### src/rtl/instruction_fetch_unit.sv
// Fetch stage: owns the PC, issues word reads to instruction memory and presents
// one captured instruction at a time to the decoder under a valid/stall handshake.
module instruction_fetch_unit #(
  parameter int                    ADDR_WIDTH = 16,
  parameter logic [ADDR_WIDTH-1:0] RESET_PC   = '0
) (
  input  logic                  clock,
  input  logic                  reset,
  output logic [ADDR_WIDTH-1:0] mem_addr,
  output logic                  mem_read,
  input  logic [15:0]           mem_rdata,
  input  logic                  mem_ready,
  input  logic                  stall,
  input  logic                  redirect,
  input  logic [ADDR_WIDTH-1:0] redirect_pc,
  input  logic                  halt,
  output logic [15:0]           instruction,
  output logic [ADDR_WIDTH-1:0] instr_pc,
  output logic                  instr_valid,
  output logic                  halted
);

  localparam logic [15:0] INSTR_RESET = 16'hFFFF;
  localparam logic [15:0] INSTR_NOP   = 16'hE000;

  typedef enum logic [2:0] {
    S_FETCH, S_WAIT, S_HOLD, S_FLUSH, S_HALTED
  } state_t;

  state_t                  state, state_nxt;
  logic [ADDR_WIDTH-1:0]   pc, pc_nxt;
  logic [ADDR_WIDTH-1:0]   ipc_nxt;
  logic [15:0]             instr_nxt;
  logic                    vld_nxt, halted_nxt, read_nxt;
  logic                    capture;

  // Gating with mem_read keeps a stray mem_ready in the idle FETCH cycle
  // right after reset from capturing garbage.
  assign capture = mem_read & mem_ready;

  always_ff @(posedge clock or posedge reset) begin
    if (reset) begin
      state       <= S_FETCH;
      pc          <= RESET_PC;
      mem_addr    <= RESET_PC;
      mem_read    <= 1'b0;
      instruction <= INSTR_RESET;
      instr_pc    <= '0;
      instr_valid <= 1'b0;
      halted      <= 1'b0;
    end else begin
      state       <= state_nxt;
      pc          <= pc_nxt;
      mem_addr    <= pc_nxt;
      mem_read    <= read_nxt;
      instruction <= instr_nxt;
      instr_pc    <= ipc_nxt;
      instr_valid <= vld_nxt;
      halted      <= halted_nxt;
    end
  end

  always_comb begin
    state_nxt  = state;
    pc_nxt     = pc;
    ipc_nxt    = instr_pc;
    instr_nxt  = instruction;
    vld_nxt    = instr_valid;
    halted_nxt = halted;

    if (state == S_HALTED) begin
      // only reset leaves HALTED
    end else if (redirect) begin
      state_nxt = S_FLUSH;
      pc_nxt    = redirect_pc;
      vld_nxt   = 1'b0;
      instr_nxt = INSTR_NOP;
    end else if (halt) begin
      state_nxt  = S_HALTED;
      vld_nxt    = 1'b0;
      halted_nxt = 1'b1;
    end else begin
      case (state)
        S_FETCH, S_WAIT: begin
          if (capture) begin
            instr_nxt = mem_rdata;
            ipc_nxt   = pc;
            pc_nxt    = pc + 1'b1;
            vld_nxt   = 1'b1;
            state_nxt = S_HOLD;
          end else begin
            state_nxt = S_WAIT;
          end
        end
        S_HOLD: begin
          if (instr_valid && !stall) begin
            vld_nxt   = 1'b0;
            state_nxt = S_FETCH;
          end
        end
        S_FLUSH: state_nxt = S_FETCH;
        default: state_nxt = S_FETCH;
      endcase
    end

    // mem_read/mem_addr are registered, so they follow the state being entered
    read_nxt = (state_nxt == S_FETCH) || (state_nxt == S_WAIT);
  end

endmodule

### config.mk
export PLATFORM = sky130hd
export DESIGN_NAME = instruction_fetch_unit
export DESIGN_NICKNAME = d
export VERILOG_FILES = /design/src/rtl/instruction_fetch_unit.sv
export SDC_FILE = /design/constraint.sdc
export NUM_CORES = 1
export LEC_CHECK = 0
export CORE_ASPECT_RATIO = 2
export CORE_UTILIZATION = 45
export DETAILED_ROUTE_END_ITERATION = 7
export HOLD_SLACK_MARGIN = 0.06
export PLACE_DENSITY_LB_ADDON = 0.25
export SETUP_SLACK_MARGIN = 0.4
export SYNTH_ARGS = -nofsm -noshare
export SYNTH_HDL_FRONTEND = slang
export SYNTH_SLANG_ARGS = --single-unit
### constraint.sdc
create_clock -name clock -period 2.1 [get_ports clock]
set_input_delay 0.42 -clock clock [delete_from_list [all_inputs] [get_ports clock]]
set_output_delay 0.42 -clock clock [all_outputs]
set_load 0.01 [all_outputs]
======== After elaboration in Yosys (flattened, before gate mapping) ========
Index checks and enable logic that the tools add are counted.
storage, ports and cells
  register bits after elaboration ......... 54
  word-level logic and storage cells ...... 51
  input port bits ......................... 38
  output and inout port bits .............. 51
cells by class
  mux-type cells .......................... 19
  add/sub/neg operators ................... 1
  reductions and logical operators ........ 13
  bitwise logic cells ..................... 4
  equal/unequal tests ..................... 7
operators by type and width
  kind                                                              count
  16-bit two-way mux                                                8
  16-bit by 1-bit adder with 16-bit output (second input constant)  1
  3-bit two-way mux                                                 4
  4-bit != test (second input constant)                             2
  4-bit AND reduction                                               2
  3-bit by 1-bit == test with 1-bit output (second input constant)  2
  3-bit zero test                                                   2
  3-bit case mux with 2 select lines                                1
  5-bit AND reduction                                               1
  1-bit two-way mux                                                 4
  2-bit nonzero test                                                2
  4-bit nonzero test                                                1
  3-bit by 2-bit == test with 1-bit output (second input constant)  1
  3-bit == test (second input constant)                             1
  1-bit NOT                                                         3
  3-bit AND reduction                                               1
  2-bit two-way mux                                                 1
  2-bit != test (second input constant)                             1
  1-bit case mux with 2 select lines                                1
  2-bit OR reduction                                                1
  1-bit bitwise AND                                                 1
  1-bit logical AND                                                 1
  1-bit zero test                                                   1
  1-bit logical OR                                                  1

======== Logic depth before layout (Yosys ltp) ========
Gate-level depths: netlist of run 1.
  depth after elaboration ................. 9
  mapped depth ............................ 6
  gate-level depth less buffers ........... 5

======== Worst setup path before layout of run 1 ========
Ideal clock, no wire load.
  path kind ............................... flip-flop to flip-flop
  start point ............................. reg pc[2]
  end point ............................... reg pc[13]
  period minus slack after synthesis ...... 1.469 ns
  buffers on the path ..................... 2
  library setup time ...................... 0.129 ns
  data required time ...................... 1.971 ns
  arrival ................................. 1.340 ns
  path slack .............................. 0.631 ns
  stages on the path, launching flop included .. 7
  path through ............................ dfrtp_1 -> buf_2 -> and4_1 -> and2_1 -> buf_4 -> a311oi_1 -> nor3_1
between the ends
  longest elaborated chain between the ends .. 5
ends and longest elaborated chain
  what                                      RTL line  RTL
  start: declaration                        31        logic [ADDR_WIDTH-1:0] pc, pc_nxt;
  start signal: assignment                  53        pc <= pc_nxt;
  16-bit by 1-bit adder with 16-bit output  88        pc_nxt = pc + 1'b1;
  16-bit two-way mux                        85        if (capture) begin
  16-bit two-way mux                        83        case (state)
  16-bit two-way mux                        78        end else if (halt) begin
  16-bit two-way mux                        73        end else if (redirect) begin
Every way passes these cells. The select of a mux whose other input is x is not followed.
A chain may end at the register's enable or synchronous reset.

======== Worst setup path in the final report of run 1 ========
  start point ............................. in mem_ready
  end point ............................... reg pc[14]
between the ends
  longest elaborated chain between the ends .. 3
ends and longest elaborated chain
  what                           RTL line  RTL
  start: declaration             12        input logic mem_ready,
  1-bit bitwise AND              39        assign capture = mem_read & mem_ready;
  2-bit nonzero test (no line)   -
  4-bit AND reduction (no line)  -
Every way passes these cells.

==> results of run 1 <==
-- state kept, by name, summed over array words and instances (netlist names), named ones only --
signal       cells
halted           1
instr_pc        16
instr_valid      1
instruction     16
mem_read         1
pc              16
state            2
-- cells by family after synthesis --
logic type                 after synthesis  synth area share
AOI/OAI and AO/OA                       69            0.1956
adders and majority gates                1          0.004901
buffers and inverters                   21           0.04607
DFF                                     54            0.5373
muxes                                    3           0.01177
and+or+nand+nor                        108            0.2044
-- cell usage after synthesis, drive strengths merged --
library cell  number
o22ai              5
a22oi              1
a2bb2oi            2
dfstp             16
o31ai              1
o221ai             1
a311oi             4
a211oi             1
o21ai             14
nor2              12
and4bb             1
nand2             61
and3               4
or3b               1
buf               13
nor3               4
dfrtp             38
a31oi              1
nor2b              1
nand4              4
nand3              8
o22a               4
a41o               2
a21boi             1
a41oi              1
and4               4
a22o              13
clkbuf             5
nor3b              3
and2               2
a32oi              2
o2bb2ai            1
inv                3
mux2i              3
o211ai             1
nor4               2
ha                 1
nor4b              1
a21oi             13
o21bai             1
-- area by class of cell --
cell class / instances / area share
sequential: 54 / 0.3574
timing repair buffer: 124 / 0.3046
multi-input combinational: 181 / 0.2859
clock buffer: 8 / 0.02881
tap: 60 / 0.01942
inverter: 3 / 0.003885
-- per-layer routing --
layer | vias up | GRT usage | part of all wire
li1 | 1149 | - | -
met1 | 1197 | 0.2578 | 0.35
met2 | 84 | 0.4432 | 0.57
met3 | 18 | 0.04306 | 0.045
met4 | 0 | 0.1339 | 0.035
met5 | - | 0 | 0
-- worst paths after layout --
path	start	endpoint	slack (ns)
setup / recovery	mem_ready	pc[14]	0.44
min in group clock	instr_pc[8]	instr_pc[8]	0.48
hold reg to reg	instr_pc[8]	instr_pc[8]	0.48
setup reg to reg	pc[4]	pc[14]	0.53
max in group asynchronous	reset	instruction[7]	1.04
hold / removal	reset	instr_pc[8]	0.47
-- power by group through the flow --
stage | logic, mW | clock network (mW) | registers [mW]
final | 1.11 | 0.667 | 1.39
after global routing | 1.20 | 0.720 | 1.42
after CTS | 1.09 | 0.679 | 1.40
after detailed placement | 0.975 | 0 | 1.45
after global placement | 0.956 | 0 | 1.44
after floorplan | 0.344 | 0 | 1.49
-- worst max-delay path, cell delays in order --
cell,delay (ns)
clkdlybuf4s50_1,0.52
and4bb_4,0.32
a21boi_2,0.24
nand4_1,0.14
a211oi_1,0.24
-- timing repair --
item                       CTS  global route
cloned                       0             0
pin swaps                    0             1
gates resized for setup     27            15
setup endpoints to repair   32            30
buffers inserted            13             5
-- metrics by stage --
stage,cells,setup WS [ns],instance area (sq um),power [mW],hold slack (ns)
final,430,0.4398,3865,3.170,0.4705
after global routing,430,0.4008,3865,3.340,0.4974
after CTS,425,0.3300,3779,3.166,0.4784
after detailed placement,404,0.04194,3572,2.427,0.4625
after global placement,404,0.1503,3572,2.398,0.4557
after floorplan,256,0.6306,2556,1.833,0.4818
==> results_dict.tcl, run 1 <==
set metrics [dict create \
    multi_input_area_sq_mm 0.001105 \
    post-route-period-util 0.7906 \
    clock_skew_ns 0.01026 \
    avgViaCountPerCell 5.693 \
    regArea_sq_mm 0.001381 \
    slew_headroom 0.6908 \
    via_count 2448 \
    dr.pass1.iters 5 \
    clkSinkCount 54 \
    finalSetupTns_ns 0 \
    rsz0062_at_grt "false" \
    yosys.area.top_type "dfrtp_1" \
    p_per_area_mw_per_mm2 820.2 \
    syn_inst 256 \
    dieArea_sq_mm 0.005996 \
    drt_iter0_markers 97 \
    utilization 0.7131 \
    cts_hold_buf 0 \
    io-pin-count 89 \
    grt_max_degree 36 \
    cts_tree "done" \
    area_growth_pct 51.42 \
    grt_usage 0.2420 \
    finalMaxSlewViolations 0 \
    syn_avg_cell_area_sq_um 9.971 \
    wire_per_inst_um 16.47 \
    initial_core_util 0.4709 \
    portBuffers 88 \
    tightest_slew_ns 0.4628 \
    nets 408 \
    crit_path_end_kind "flop" \
    synth_nets 295 \
    hp-class "input port to asynchronous set/reset pin" \
    place_congestion 0.8148 \
    critPathMaxFanout 3 \
    cts_buffers 5 \
    ant_nets 0 \
    synth_cell_types 50 \
    hold_viol 0 \
    critical_path_required_ns 2.33 \
    rr_worst_depth 6 \
    cp-start-kind "input port" \
    diodes 0 \
    combPwrFrac 0.351 \
    dieHeight_um 108.5 \
    gr-total-overflow 0 \
    leakage_nw 1.782 \
    path_clk_slew_ns 0.09 \
    max_clock_freq_mhz 602.3 \
    grt_pass1_wl_mm 11.34 \
    pwr-share-clk 0.210 \
    drive_above_1_share 0.2162 \
    h-tree-depth 2 \
    p_int_mw 2.196 \
    period_needed_ns 1.660 \
    synth_top_area_share 0.3725 \
    yosys_warnings 0 \
    status "complete, no violations" \
    post-route-drc-count 0 \
    crit_arrival_ns 1.89 \
    mostFrequentLayoutCell "clkdlybuf4s50_1" \
    cts_root_buffer "clkbuf_8" \
    dp_hpwl_mm 5.090 \
    drt-total-wl_mm 7.080 \
    grt_pass1_vias 2403 \
    p_sw_uw 974.4 \
    n_fill_cell 433 \
    syn-cell-area_sq_mm 0.002552 \
    ys_seq_elements 54 \
    drv_cap 0 \
    switching_share 0.3074 \
    clkLatencyLatePin_ns 0.31 \
    dieWidth_um 55.26 \
    worstSetupPathType "input port to flop" \
    setup_violations 0 \
    synth_area_leaders "dfrtp_1, dfstp_2, nand2_1" \
    clockBufferDepth 2 \
    ys_seq_area_frac 0.5373 \
    core_sq_mm 0.005420 \
    peakVddDrop_mv 0.7326 \
    row_count 38 \
    antenna_found_initial 0 \
    power.sequential.fraction 0.438 \
    layout_common_cells "clkdlybuf4s50_1, nand2_1, buf_4, dfrtp_1, dlygate4sd2_1" \
]
No activity file was read; power rests on OpenSTA's default activity.
==> inputs of run 2 (changes only) <==
--- a/config.mk
+++ b/config.mk
@@ -6,7 +6,7 @@
 export NUM_CORES = 1
 export LEC_CHECK = 0
 export CORE_ASPECT_RATIO = 2
-export CORE_UTILIZATION = 45
+export CORE_UTILIZATION = 41
 export DETAILED_ROUTE_END_ITERATION = 7
 export HOLD_SLACK_MARGIN = 0.06
 export PLACE_DENSITY_LB_ADDON = 0.25
==> constraint.sdc (replaced) <==
create_clock -name clock -period 1.5 [get_ports clock]
set_input_delay 0.3 -clock clock [delete_from_list [all_inputs] [get_ports clock]]
set_output_delay 0.3 -clock clock [all_outputs]
set_load 0.01 [all_outputs]
==> run 2 against run 1 <==
The run now ends with design-rule violations, negative setup slack left. Wire length increased by 48%. Cell count increased by 14%. Non-clock buffer count increased by 58. Total power increased by 74%. Setup slack got worse by 0.49 ns. Via count increased by 20%. Global-route usage increased by 3.2 points. First-iteration DRC count increased by 64%. Utilization increased by 8.7 points. Design area increased by 24%.
==> results_dict.tcl, run 2 (synthesis results as in run 1) <==
set metrics [dict create \
    dieWidth_um 57.79 \
    multi_input_area_sq_mm 0.001421 \
    crit_arrival_ns 1.76 \
    drv_cap 0 \
    path_common_cell "buf_6" \
    antenna_found_initial 0 \
    path_buf_inv 3 \
    hold_viol 0 \
    mostFrequentLayoutCell "buf_4" \
    grt_pass1_wl_mm 13.54 \
    period_needed_ns 1.549 \
    p_int_mw 3.630 \
    grt_usage 0.2741 \
    dp_hpwl_mm 5.114 \
    row_count 40 \
    fin_area_sq_mm 0.004805 \
    gr-total-overflow 0 \
    combPwrFrac 0.428 \
    drive_above_1_share 0.5921 \
    h-tree-depth 2 \
    crit_path_end_kind "flop" \
    cts_hold_buf 0 \
    drt_iter0_markers 159 \
    drt-total-wl_mm 10.46 \
    clkLatencyLatePin_ns 0.30 \
    pwr-share-clk 0.210 \
    tightest_slew_ns 0.3584 \
    initial_core_util 0.4250 \
    cts_buffers 5 \
    grtUsageMet3 0.04422 \
    clkSinkCount 54 \
    peakVddDrop_mv 0.7796 \
    slowest_stage "dfrtp_1" \
    io-pin-count 89 \
    wire_per_inst_um 21.26 \
    cts_tree "done" \
    post-route-drc-count 4 \
    path_clk_slew_ns 0.07 \
    area_growth_pct 88.24 \
    portBuffers 88 \
    p_per_area_mw_per_mm2 1146 \
    failed_checks "design-rule violations, negative setup slack" \
    dieHeight_um 113.6 \
    worstSetupPathType "flop to flop" \
    cpPeakStageDelay_ns 0.43 \
    use_met1 0.2820 \
    max_clock_freq_mhz 645.5 \
    finalMaxSlewViolations 0 \
    setup_ws_ns -0.04923 \
    critical_path_required_ns 1.71 \
    power.sequential.fraction 0.362 \
    slew_headroom 0.7585 \
    layout_common_cells "buf_4, buf_6, clkdlybuf4s50_1, dfrtp_1, nand2_2" \
    place_congestion 0.8248 \
    post-route-period-util 1.033 \
    setup_violations 17 \
    avgViaCountPerCell 5.978 \
    p_sw_mw 1.876 \
    diodes 0 \
    grt_max_degree 55 \
    nets 467 \
    cts_root_buffer "clkbuf_16" \
    status "complete, but fails checks" \
    leakage_nw 2.204 \
    crit_chain "buf_6 -> or3b_4 -> nand2_4 -> buf_6 -> buf_6 -> nand2_2 -> o211ai_1" \
    use_met2 0.4984 \
    cp_top_family "simple AND/OR/NAND/NOR gates" \
    clock_skew_ns 0.007294 \
    place_area_sq_mm 0.003775 \
    grt_pass1_vias 2815 \
    finalSetupTns_ns -0.2491 \
    cp-start-kind "flop" \
    switching_share 0.3406 \
    via_count 2941 \
    dieArea_sq_mm 0.006564 \
    n_fill_cell 342 \
    rsz0062_at_grt "true" \
    hp-class "input port to asynchronous set/reset pin" \
    clockBufferDepth 2 \
    core_sq_mm 0.006006 \
    utilization 0.8000 \
    grt-busiest-layer "met2" \
    ant_nets 0 \
    critPathMaxFanout 4 \
    dr.pass1.iters 7 \
    regArea_sq_mm 0.001380 \
    reg.largest.list "instr_pc x16, instruction x16, pc x16" \
]
[run 2: repair_timing]
| action | CTS | global route |
|---|---|---|
| pin swaps | 27 | 48 |
| cloned | 4 | 5 |
| setup buffers | 37 | 11 |
| endpoints found under the setup margin | 105 | 105 |
| gates resized for setup | 288 | 78 |
[run 2: per-stage QoR]
step / instances / worst slack (ns) / hold WS (ns) / total power, mW
2_1_floorplan: 256 / 0.09107 / 0.3617 / 2.610
3_3_place_gp: 427 / -0.3338 / 0.4555 / 3.496
3_5_place_dp: 427 / -0.3561 / 0.4611 / 3.534
4_1_cts: 476 / 0.03458 / 0.4487 / 4.957
5_1_grt: 492 / -0.09613 / 0.4542 / 5.710
6_report: 492 / -0.04923 / 0.4305 / 5.506
[run 2: worst paths after layout]
check,startpoint,slack (ns),cells past startpoint,to
max reg2reg,state[1],-0.05,7,pc[15]
min reg2reg,halted,0.49,1,halted
min,reset,0.43,3,pc[15]
min in group clock,halted,0.49,1,halted
max in group asynchronous,reset,0.77,3,instruction[12]
max,state[1],-0.05,7,pc[15]
[run 2: power by group through the flow]
stage / Sequential [mW] / Clock (mW) / Combinational, mW
2_1_floorplan: 2.10 / 0 / 0.514
3_3_place_gp: 1.99 / 0 / 1.51
3_5_place_dp: 2.00 / 0 / 1.54
4_1_cts: 1.94 / 1.17 / 1.85
5_1_grt: 2.01 / 1.22 / 2.48
6_report: 2.00 / 1.16 / 2.35
[run 2: layout make-up]
type                            instances  area share
Clock inverter                          3    0.004427
Clock buffer                            5     0.02604
Multi-Input combinational cell        182      0.2958
Timing Repair Buffer                  182      0.3664
Tap cell                               63     0.01641
Inverter                                3    0.003646
Sequential cell                        54      0.2872
[run 2: routing by layer]
metal | part of all wire | vias up
li1 | - | 1279
met3 | 0.069 | 38
met1 | 0.33 | 1435
met4 | 0.052 | 0
met2 | 0.55 | 189
met5 | 0 | -
[run 2: worst register-to-register path: stages (launching register included)]
cell and delay [ns]:
dfrtp_1 0.43, buf_6 0.15, or3b_4 0.40, nand2_4 0.11, buf_6 0.11, buf_6 0.08, nand2_2 0.03, o211ai_1 0.15
==> inputs of run 3 (changes only) <==
--- a/config.mk
+++ b/config.mk
@@ -11,6 +11,7 @@
 export HOLD_SLACK_MARGIN = 0.06
 export PLACE_DENSITY_LB_ADDON = 0.25
 export SETUP_SLACK_MARGIN = 0.4
+export SKIP_CTS_REPAIR_TIMING = 1
 export SYNTH_ARGS = -nofsm -noshare
 export SYNTH_HDL_FRONTEND = slang
 export SYNTH_SLANG_ARGS = --single-unit
==> run 3 against run 2 <==
Maximum frequency is 0.14% higher. First-iteration DRC count is 23% lower. Critical path depth stayed put. Global-route usage is 4.5 points lower. Sequential share of layout area is 2.6 points higher. Wire length is 18% lower. The flow still finishes with violations (design-rule violations, negative setup slack). Via count is 11% lower. Utilization is 6.3 points lower.
==> results_dict.tcl, run 3 (synthesis results as in run 1) <==
set metrics [dict create \
    area_growth_pct 73.33 \
    path_clk_slew_ns 0.07 \
    antenna_found_initial 0 \
    slew_headroom 0.7997 \
    gr-total-overflow 0 \
    post-route-period-util 1.031 \
    failed_checks "design-rule violations, negative setup slack" \
    grt_pass1_vias 2463 \
    io-pin-count 89 \
    post-route-drc-count 4 \
    max_clock_freq_mhz 646.4 \
    period_needed_ns 1.547 \
    clock_skew_ns 0.006736 \
    crit_arrival_ns 1.76 \
    multi_input_area_sq_mm 0.001254 \
    utilization 0.7367 \
    dieWidth_um 57.79 \
    grt_usage 0.2291 \
    nets 445 \
    peakVddDrop_mv 0.6360 \
    h-tree-depth 2 \
    setup_violations 6 \
    status "complete, but fails checks" \
    fin_area_sq_mm 0.004424 \
    dr.pass1.iters 6 \
    layout_common_cells "nand2_1, buf_4, buf_6, clkdlybuf4s50_1, dfrtp_1" \
    use_met1 0.2522 \
    portBuffers 88 \
    dieHeight_um 113.6 \
    whs_ns 0.4247 \
    clkLatencyLatePin_ns 0.30 \
    clkSinkCount 54 \
    via_count 2623 \
    reg.largest.list "instr_pc x16, instruction x16, pc x16" \
    place_area_sq_mm 0.003775 \
    core_sq_mm 0.006006 \
    r2r_start "state[1]" \
    drt_iter0_markers 122 \
    drv_cap 0 \
    critPathMaxFanout 8 \
    cp-start-kind "flop" \
    row_count 40 \
    mostFrequentLayoutCell "nand2_1" \
    hp-class "input port to asynchronous set/reset pin" \
    setup_ws_ns -0.04700 \
    grtUsageMet3 0.03741 \
    power_mw 4.920 \
    cts_buffers 5 \
    reg2reg_slack_ns -0.05 \
    tightest_slew_ns 0.2985 \
    worstSetupPathType "flop to flop" \
    leakage_nw 2.050 \
    rsz0062_at_grt "true" \
    grt_pass1_wl_mm 11.48 \
    hold_viol 0 \
    dp_hpwl_mm 5.114 \
    finalMaxSlewViolations 0 \
    initial_core_util 0.4250 \
    regArea_sq_mm 0.001384 \
    wire_per_inst_um 18.31 \
    p_per_area_mw_per_mm2 1112 \
    avgViaCountPerCell 5.581 \
    critical_path_required_ns 1.71 \
    ant_nets 0 \
    drt-total-wl_mm 8.604 \
    diodes 0 \
    grt_max_degree 55 \
    drive_above_1_share 0.4889 \
    grt-busiest-layer "met2" \
    dieArea_sq_mm 0.006564 \
    crit_path_end_kind "flop" \
    finalSetupTns_ns -0.08346 \
    n_fill_cell 402 \
    dp.cells 427 \
    clockBufferDepth 2 \
    r2r-end "pc[15]" \
    use_met2 0.4109 \
    cts_tree "done" \
    place_ws_ns -0.3561 \
    rr_worst_depth 7 \
    instances_no_fill 470 \
    place_congestion 0.8248 \
    cts_root_buffer "clkbuf_16" \
]
## run 3: cell types whose count changed in the layout (fill, tap and decap cells not counted), moves of 3 or more
| cell | before | now |
|---|---|---|
| buf_4 | 59 | 48 |
| dfrtp_1 | 31 | 28 |
| o21ai_1 | 5 | 9 |
| buf_6 | 51 | 42 |
| nand2_1 | 21 | 49 |
| nand2_2 | 29 | 8 |
| dfrtp_2 | 7 | 10 |
| o21ai_2 | 6 | 1 |
| nand2_4 | 11 | 4 |
## run 3: layout make-up
cell class                 count  area share
clock buffer                   5     0.02828
clock inverter                 3    0.004808
inverter                       3    0.003959
multi-input combinational    181      0.2834
sequential                    54      0.3128
tap                           63     0.01782
timing repair buffer         161      0.3490
## run 3: power by group
group	internal [mW]	leakage [nW]	total (mW)	switching, mW
clock	0.618	0.0698	1.13	0.515
combinational	0.966	1.36	1.79	0.828
sequential	1.75	0.621	1.99	0.247
## run 3: routing by layer
metal,wire (um),vias to the layer above
li1,-,1228
met1,3065,1270
met2,4769,92
met3,360,33
met4,408,0
met5,0,-
## run 3: worst max-delay path by stage
stage                    from            to  slack [ns]  cells after the start
detailed placement  mem_ready         pc[6]       -0.36                      7
global placement         halt         pc[2]       -0.33                      7
CTS                    pc[10]  mem_addr[10]       -0.22                      1
floorplan               pc[0]        pc[13]        0.09                      6
global route         state[1]        pc[15]       -0.13                      7
finish               state[1]        pc[15]       -0.05                      7
## run 3: critical path: stages (launching register included)
cell	delay, ns
dfrtp_2	0.45
buf_6	0.15
nor3_4	0.13
nor3b_4	0.27
buf_6	0.16
buf_12	0.13
nand4_1	0.08
o211ai_1	0.08
